<file path="config.mk">
export PLATFORM = sky130hd
export DESIGN_NAME = bin2bcd_seq_flat
export DESIGN_NICKNAME = d
export VERILOG_FILES = /design/src/rtl/bcd_pkg.sv /design/src/rtl/bin2bcd_seq_if.sv /design/src/rtl/bcd_add3_digit.sv /design/src/rtl/bin2bcd_seq.sv /design/src/flat_wrapper.sv
export SDC_FILE = /design/constraint.sdc
export NUM_CORES = 1
export LEC_CHECK = 0
export CORE_MARGIN = 3
export CORE_UTILIZATION = 48
export DETAILED_ROUTE_END_ITERATION = 12
export PLACE_DENSITY_LB_ADDON = 0.3
export SYNTH_ARGS = -nofsm -noshare
export SYNTH_HDL_FRONTEND = slang
export SYNTH_SLANG_ARGS = --single-unit
</file>
<file path="constraint.sdc">
create_clock -name clk -period 1.8 [get_ports clk]
set_clock_uncertainty 0.05 [all_clocks]
set_input_delay 0.36 -clock clk [delete_from_list [all_inputs] [get_ports clk]]
set_output_delay 0.36 -clock clk [all_outputs]
set_load 0.1 [all_outputs]
</file>
<file path="src/rtl/bcd_pkg.sv">
// Shared definitions for the sequential binary-to-BCD converter.
package bcd_pkg;

  localparam int unsigned BCD_DIGIT_W = 4;

  typedef enum logic [1:0] {
    ST_IDLE  = 2'd0,
    ST_SHIFT = 2'd1,
    ST_DONE  = 2'd2
  } state_t;

  // Number of bits needed to count 0..v-1.
  function automatic int unsigned clog2(input int unsigned v);
    int unsigned r;
    int unsigned x;
    r = 0;
    x = (v > 0) ? v - 1 : 0;
    while (x > 0) begin
      r++;
      x = x >> 1;
    end
    return r;
  endfunction

endpackage

</file>
<file path="src/rtl/bin2bcd_seq_if.sv">
// Request/result bundle between a binary source and the BCD converter.
interface bin2bcd_seq_if
  import bcd_pkg::*;
#(
  parameter int unsigned BIN_W  = 10,
  parameter int unsigned DIGITS = 3
) ();

  logic                          start;
  logic [BIN_W-1:0]              bin_in;
  logic                          busy;
  logic                          done;
  logic [BCD_DIGIT_W*DIGITS-1:0] bcd_out;
  logic                          ovf;
  logic [DIGITS-1:0]             lz_mask;

  modport master (
    output start, bin_in,
    input  busy, done, bcd_out, ovf, lz_mask
  );

  modport slave (
    input  start, bin_in,
    output busy, done, bcd_out, ovf, lz_mask
  );

endinterface

</file>
<file path="src/rtl/bcd_add3_digit.sv">
// Double-dabble correction for one BCD digit: add 3 when the digit is 5 or more.
module bcd_add3_digit
  import bcd_pkg::*;
(
  input  logic [BCD_DIGIT_W-1:0] din,
  output logic [BCD_DIGIT_W-1:0] dout_c
);

  assign dout_c = (din >= BCD_DIGIT_W'(5)) ? din + BCD_DIGIT_W'(3) : din;

endmodule

</file>
<file path="src/rtl/bin2bcd_seq.sv">
// Sequential shift-and-add-3 binary-to-BCD converter with overflow flag
// and leading-zero blanking mask.
module bin2bcd_seq
  import bcd_pkg::*;
#(
  parameter int unsigned BIN_W  = 10,
  parameter int unsigned DIGITS = 3
) (
  input  logic         clk,
  input  logic         rst_n,
  bin2bcd_seq_if.slave bus
);

  localparam int unsigned BCD_W = BCD_DIGIT_W * DIGITS;
  localparam int unsigned CNT_W = clog2(BIN_W);
  localparam logic [DIGITS-1:0] LZ_RST = ~DIGITS'(1);

  state_t             state_q, state_nxt;
  logic [CNT_W-1:0]   cnt_q, cnt_nxt;
  logic [BIN_W-1:0]   shift_q, shift_nxt;
  logic [BCD_W-1:0]   work_q, work_nxt;
  logic               ovf_acc_q, ovf_acc_nxt;
  logic               busy_q, busy_nxt;
  logic               done_q, done_nxt;
  logic [BCD_W-1:0]   bcd_q, bcd_nxt;
  logic               ovf_q, ovf_nxt;
  logic [DIGITS-1:0]  lz_q, lz_nxt;

  logic [BCD_W-1:0]   work_adj;
  logic [BCD_W-1:0]   work_sh;
  logic [BIN_W-1:0]   shift_sh;
  logic [DIGITS-1:0]  lz_sh;
  logic               zero_run;

  for (genvar g = 0; g < DIGITS; g++) begin : g_add3
    bcd_add3_digit u_add3 (
      .din    (work_q[g*BCD_DIGIT_W +: BCD_DIGIT_W]),
      .dout_c (work_adj[g*BCD_DIGIT_W +: BCD_DIGIT_W])
    );
  end

  // The top bit of the corrected digits is lost by the shift: that is the overflow.
  assign work_sh  = {work_adj[BCD_W-2:0], shift_q[BIN_W-1]};
  assign shift_sh = {shift_q[BIN_W-2:0], 1'b0};

  // Bit i set when digit i and every digit above it are zero.
  always_comb begin
    lz_sh    = '0;
    zero_run = 1'b1;
    for (int i = int'(DIGITS) - 1; i >= 0; i--) begin
      zero_run = zero_run & (work_sh[i*BCD_DIGIT_W +: BCD_DIGIT_W] == '0);
      lz_sh[i] = zero_run;
    end
    lz_sh[0] = 1'b0;
  end

  always_comb begin
    state_nxt   = state_q;
    cnt_nxt     = cnt_q;
    shift_nxt   = shift_q;
    work_nxt    = work_q;
    ovf_acc_nxt = ovf_acc_q;
    bcd_nxt     = bcd_q;
    ovf_nxt     = ovf_q;
    lz_nxt      = lz_q;
    unique case (state_q)
      ST_IDLE, ST_DONE: begin
        if (bus.start) begin
          state_nxt   = ST_SHIFT;
          shift_nxt   = bus.bin_in;
          work_nxt    = '0;
          ovf_acc_nxt = 1'b0;
          cnt_nxt     = CNT_W'(BIN_W - 1);
        end else begin
          state_nxt = ST_IDLE;
        end
      end
      ST_SHIFT: begin
        work_nxt    = work_sh;
        shift_nxt   = shift_sh;
        ovf_acc_nxt = ovf_acc_q | work_adj[BCD_W-1];
        if (cnt_q == '0) begin
          state_nxt = ST_DONE;
          bcd_nxt   = work_sh;
          ovf_nxt   = ovf_acc_q | work_adj[BCD_W-1];
          lz_nxt    = lz_sh;
        end else begin
          cnt_nxt = cnt_q - CNT_W'(1);
        end
      end
      default: state_nxt = ST_IDLE;
    endcase
    busy_nxt = (state_nxt == ST_SHIFT);
    done_nxt = (state_nxt == ST_DONE);
  end

  always_ff @(posedge clk) begin
    if (!rst_n) begin
      state_q   <= ST_IDLE;
      cnt_q     <= '0;
      shift_q   <= '0;
      work_q    <= '0;
      ovf_acc_q <= 1'b0;
      busy_q    <= 1'b0;
      done_q    <= 1'b0;
      bcd_q     <= '0;
      ovf_q     <= 1'b0;
      lz_q      <= LZ_RST;
    end else begin
      state_q   <= state_nxt;
      cnt_q     <= cnt_nxt;
      shift_q   <= shift_nxt;
      work_q    <= work_nxt;
      ovf_acc_q <= ovf_acc_nxt;
      busy_q    <= busy_nxt;
      done_q    <= done_nxt;
      bcd_q     <= bcd_nxt;
      ovf_q     <= ovf_nxt;
      lz_q      <= lz_nxt;
    end
  end

  assign bus.busy    = busy_q;
  assign bus.done    = done_q;
  assign bus.bcd_out = bcd_q;
  assign bus.ovf     = ovf_q;
  assign bus.lz_mask = lz_q;

endmodule
</file>
<file path="src/flat_wrapper.sv">
// flat-port wrapper written by rule: the top's interface ports become plain ports
module bin2bcd_seq_flat import bcd_pkg::*;
#(
  parameter int unsigned BIN_W  = 10,
  parameter int unsigned DIGITS = 3
)
  (clk, rst_n, bus_start, bus_bin_in, bus_busy, bus_done, bus_bcd_out, bus_ovf, bus_lz_mask);
  bin2bcd_seq_if #(.BIN_W(BIN_W), .DIGITS(DIGITS)) bus_i ();
  input  logic clk;
  input  logic rst_n;
  input wire logic [$bits(bus_i.start)-1:0] bus_start;
  input wire logic [$bits(bus_i.bin_in)-1:0] bus_bin_in;
  output wire logic [$bits(bus_i.busy)-1:0] bus_busy;
  output wire logic [$bits(bus_i.done)-1:0] bus_done;
  output wire logic [$bits(bus_i.bcd_out)-1:0] bus_bcd_out;
  output wire logic [$bits(bus_i.ovf)-1:0] bus_ovf;
  output wire logic [$bits(bus_i.lz_mask)-1:0] bus_lz_mask;
  assign bus_i.start = bus_start;
  assign bus_i.bin_in = bus_bin_in;
  assign bus_busy = bus_i.busy;
  assign bus_done = bus_i.done;
  assign bus_bcd_out = bus_i.bcd_out;
  assign bus_ovf = bus_i.ovf;
  assign bus_lz_mask = bus_i.lz_mask;
  bin2bcd_seq #(.BIN_W(BIN_W), .DIGITS(DIGITS)) u_core (.clk(clk), .rst_n(rst_n), .bus(bus_i));
endmodule
</file>
# Word-level counts from Yosys, hierarchy flattened
# Index checks and enable logic that the tools add are counted.
# classes
addsub,4
magnitude_cmp,3
n_mux,15
bitwise_logic,2
reduce_logical,9
eq_ne,6
# ops
operator,count
12-bit case mux with 2 select lines,1
4-bit two-way mux,5
10-bit case mux with 2 select lines,1
"4-bit by 2-bit adder with 4-bit output, second input constant",3
"4-bit by 3-bit greater-or-equal comparator with 1-bit output, second input constant",3
4-bit logical NOT,3
12-bit two-way mux,1
10-bit two-way mux,1
4-bit case mux with 2 select lines,1
"2-bit by 1-bit == test with 1-bit output, second input constant",2
"2-bit == test, second input constant",2
"2-bit inequality test, second input constant",2
2-bit case mux with 2 select lines,1
2-bit AND reduction,2
"4-bit by 1-bit subtractor with 4-bit output, second input constant",1
3-bit AND reduction,1
2-bit logical NOT,1
1-bit two-way mux,2
2-bit two-way mux,1
1-bit case mux with 2 select lines,1
2-bit nonzero test,1
2-bit OR reduction,1
1-bit AND,1
1-bit bitwise OR,1
# totals
output_inout_bits,18
word_cells,49
input_bits,13
reg_bits,46

# Depth between registers and ports, before layout
# logic_depth
ltp_word,4
depth_mapped,7
depth_no_buf,7

# By module
# Synthesis repeated with hierarchy kept, for this count alone.
# hier_totals
cells_unflattened,269
area_unflattened_um2,2143.3
# by_module_without_submodules
module,instances,seq_area_each_um2,cells_per_inst,area_per_inst_um2
bin2bcd_seq,1,920.9,221,1839.3
bcd_add3_digit,3,0.0,16,101.3

# Least setup slack after synthesis
# Ideal clock, no wire load.
# synth_timing
path_type,reg-to-reg
from,register u_core.work_q[9]
to,register u_core.lz_q[1] (netlist: u_core.bus.lz_mask[1])
synth_period_minus_slack_ns,1.717
required_ns,1.657
path_buffers,0
path_slack_ns,0.083
setup_ns,0.093
stages_incl_launch_ff,8
arrival_time_ns,1.574
cell_sequence,dfxtp_1 inv_1 ha_1 nand2b_1 a21oi_1 mux2i_1 nand3_2 o311ai_2
# synth_between
elab_chain_len,4
elab_cells_between_ends,5
classes_between,add/sub: 1; order compare: 1; mux: 1; bitwise: 1; reduce/logical: 1
# synth_rtl
element,line_no,rtl
start: declaration,bin2bcd_seq.sv:21,"logic [BCD_W-1:0] work_q, work_nxt;"
start signal: assignment,bin2bcd_seq.sv:113,work_q <= work_nxt;
4-bit by 2-bit adder with 4-bit output or 4-bit by 3-bit greater-or-equal comparator with 1-bit output (tied branches),bcd_add3_digit.sv:9,assign dout_c = (din >= BCD_DIGIT_W'(5)) ? din + BCD_DIGIT_W'(3) : din;
4-bit two-way mux *,bcd_add3_digit.sv:9,
4-bit logical NOT *,bin2bcd_seq.sv:51,zero_run = zero_run & (work_sh[i*BCD_DIGIT_W +: BCD_DIGIT_W] == '0);
1-bit AND *,bin2bcd_seq.sv:51,
end signal: assignment,bin2bcd_seq.sv:119,lz_q <= lz_nxt;
end: declaration,bin2bcd_seq.sv:27,"logic [DIGITS-1:0] lz_q, lz_nxt;"
# Every way passes the cells marked *; elsewhere a longest branch is shown, timed or not.
# A chain may end at the register's enable or synchronous reset.

# Final worst setup path
# Ends and elaborated chain as after synthesis.

==> results.yml <==
cts:
  h-tree-depth: 2
  clk_latency_ps: 310
  clock_sinks: 46
  clk_path_buf_depth: 2
  clkTransAtPathRegs_ps: 90
  clock-root-buffer: "clkbuf_8"
  cts_made_buffers: 5
  cts_tree: "built"
worst_setup_path:
  crit_arrival_ps: 1860
  reg2reg_slack_ps: 100
  ff2ff_path_depth: 7
  cp-start-kind: "flip-flop"
  cp_max_fo: 3
  crit_type: "flip-flop to flip-flop"
  end_kind: "flip-flop"
  required_ps: 1970
floorplan:
  die_w_um: 72.1
  std_cell_rows: 23
  die_h_um: 72.1
  dieArea_um2: 5200
  initial_core_util: 0.510
  core_area_um2: 4120
  io_pins: 31
sta:
  hold_violations: 0
  fin_crit_ps: 1700
  slew_headroom: 0.648
  worst_pin_slew_ps: 528
  fin_tns_setup_ps: 0
  maxSlewViolCount: 0
  fmax_mhz: 589
  setup_viol: 0
  rsz0062_at_grt: "yes"
  min_period_over_period: 0.943
place:
  place_inst: 318
  place_congestion: 0.778
  portBuffers: 29
  hpwl_um: 3070
  place_area_um2: 2670
final_layout:
  nets: 296
  syn2layout_area_growth_pct: 32.6
  fin_cells: 326
  final_util: 0.676
  diodes: 0
  nFillCells: 331
  design_area_um2: 2780
  drive_gt1_frac: 0.178
logic_synthesis:
  postSynthAreaPerCell_um2: 8.75
  syn_inst: 240
  ys_seq_area_frac: 0.439
  ys_seq_elements: 46
  async_reset_ff_frac: 0
  yosysMostFrequentCell: "dfxtp_1"
  yosysWarnings: 0
  synth_commonest_cells: "dfxtp_1, nor2_1, nand2_1"
  synth_top_area_share: 0.439
  synth_ff_type: "dfxtp_1"
  syn_nets: 261
  synth_area_um2: 2100
  synth_edf_count: 0
  ys_types: 37
  synthTopCellsByArea: "dfxtp_1, nor2_1, mux2i_1, a211oi_1, ha_1"
  yosysTopAreaCell: "dfxtp_1"
power_and_ir_drop:
  p_switching_mw: 0.731
  swShare: 0.318
  pwr-share-comb: 0.238
  p_int_mw: 1.57
  seq_power_share: 0.488
  ir_drop_mv: 0.518
  clockPowerShare: 0.274
  p_per_area_nw_per_um2: 826
  p_leak_nw: 1.07
detailed_routing:
  antenna_left: 0
  drc: 0
  drt_iter0_drc: 100
  vias: 1749
  wl_met3_um: 170
  dr.max_layer_used: "met4"
  vias_per_cell: 5.37
  wl_met2_um: 2020
  met1Wirelength_um: 2120
  wl_um: 4370
  wl_per_cell_um: 13.4
  drt_pass1_iterations: 4
global_route:
  gr-total-overflow: 0
  grt_usage: 0.183
  grt_max_degree: 41
  first_global_vias: 1687
  grt_pass1_wl_um: 7480
  antenna_found_initial: 0
outcome:
  status: "finished clean"
min_path:
  hold_class: "flip-flop to flip-flop"
  whs_path_depth: 2
run:
  max-cap-violations: 0
-- critical path, stage by stage, from the launching register on --
cell and delay (ps):
dfxtp_1 350, inv_1 70, ha_1 170, nand2b_1 160, a21oi_2 160, mux2i_1 260, nand3_2 120, o311ai_2 270
-- metrics by stage --
stage / total power [mW] / hold slack (ps) / setup WS (ps)
6_report: 2.30 / 444 / 103
5_1_grt: 2.40 / 477 / -10.2
4_1_cts: 2.31 / 448 / 34.6
3_5_place_dp: 1.69 / 435 / 34.8
3_3_place_gp: 1.68 / 431 / 90.5
2_1_floorplan: 1.49 / 383 / 82.5
-- layout make-up --
cell class                 instances  area [um^2]  share of cell area
timing repair buffer              41          576               0.207
tap                               50         62.6              0.0225
multi-input combinational        172         1100               0.397
sequential                        46          921               0.331
clock buffer                       6         72.6              0.0261
inverter                           9         33.8              0.0121
clock inverter                     2         13.8             0.00494
-- placed cells by master, fill, tap and decap left out, types with 2 or more instances in the layout --
cell type	Yosys	final
dfxtp_1	46	46
nor2_1	36	36
nand2_1	24	24
buf_12	0	19
a211oi_1	15	15
mux2i_1	13	13
a21oi_1	15	13
clkdlybuf4s50_1	0	12
buf_4	2	10
inv_1	9	9
a22oi_1	9	9
nor3_1	8	8
ha_1	8	8
o21ai_0	7	7
nand2b_1	6	6
clkbuf_8	0	5
nor3b_1	5	4
xnor2_1	3	3
nor3b_2	1	2
and2_1	2	2
xor2_1	2	2
o21a_1	2	2
a21oi_2	1	2
nand3_1	2	2
-- path summary, 6_finish.rpt --
kind / end / startpoint
worst max-delay path: u_core.bus.lz_mask[1] / u_core.work_q[9]
worst min-delay path: u_core.bus.bcd_out[10] / u_core.bus.bcd_out[10]
worst max register to register: u_core.bus.lz_mask[1] / u_core.work_q[9]
worst min register to register: u_core.bus.bcd_out[10] / u_core.bus.bcd_out[10]
-- state kept, by name (all words and copies together) (netlist names) --
signal and flops:
u_core.bus.bcd_out 12, u_core.work_q 12, u_core.shift_q 10, u_core.cnt_q 4
u_core.bus.lz_mask 2, u_core.state_q 2, u_core.bus.busy 1, u_core.bus.done 1
u_core.bus.ovf 1, u_core.ovf_acc_q 1
-- power by group through the flow --
| stage | clock (mW) | combinational, mW | sequential, mW |
|---|---|---|---|
| after floorplan | 0 | 0.220 | 1.27 |
| after global placement | 0 | 0.535 | 1.14 |
| after detailed placement | 0 | 0.545 | 1.15 |
| after CTS | 0.641 | 0.545 | 1.12 |
| after global routing | 0.683 | 0.583 | 1.13 |
| final | 0.629 | 0.547 | 1.12 |
-- logic make-up (layout without fill, tap and decap cells) --
group	Yosys count	after routing	synth area share
buffers and inverters	22	58	0.0477
AND/OR/NAND/NOR	93	93	0.218
AO/OA/AOI/OAI	52	52	0.164
adder cells (fa/ha/maj)	8	8	0.0477
other	1	1	0.00179
flip-flops	46	46	0.439
XOR/XNOR	5	5	0.0209
multiplexers	13	13	0.0620
-- timing repair --
action,CTS,global route
buffers inserted,0,0
hold buffers,0,0
setup endpoints to repair,0,5
gates resized for setup,0,5
-- routing by layer --
metal | vias up | GRT usage
met5 | - | 0
met1 | 815 | 0.233
met3 | 6 | 0.0596
met4 | 0 | 0.0501
met2 | 29 | 0.296
li1 | 899 | -
Note: power is estimated with default switching activity, not from simulation.
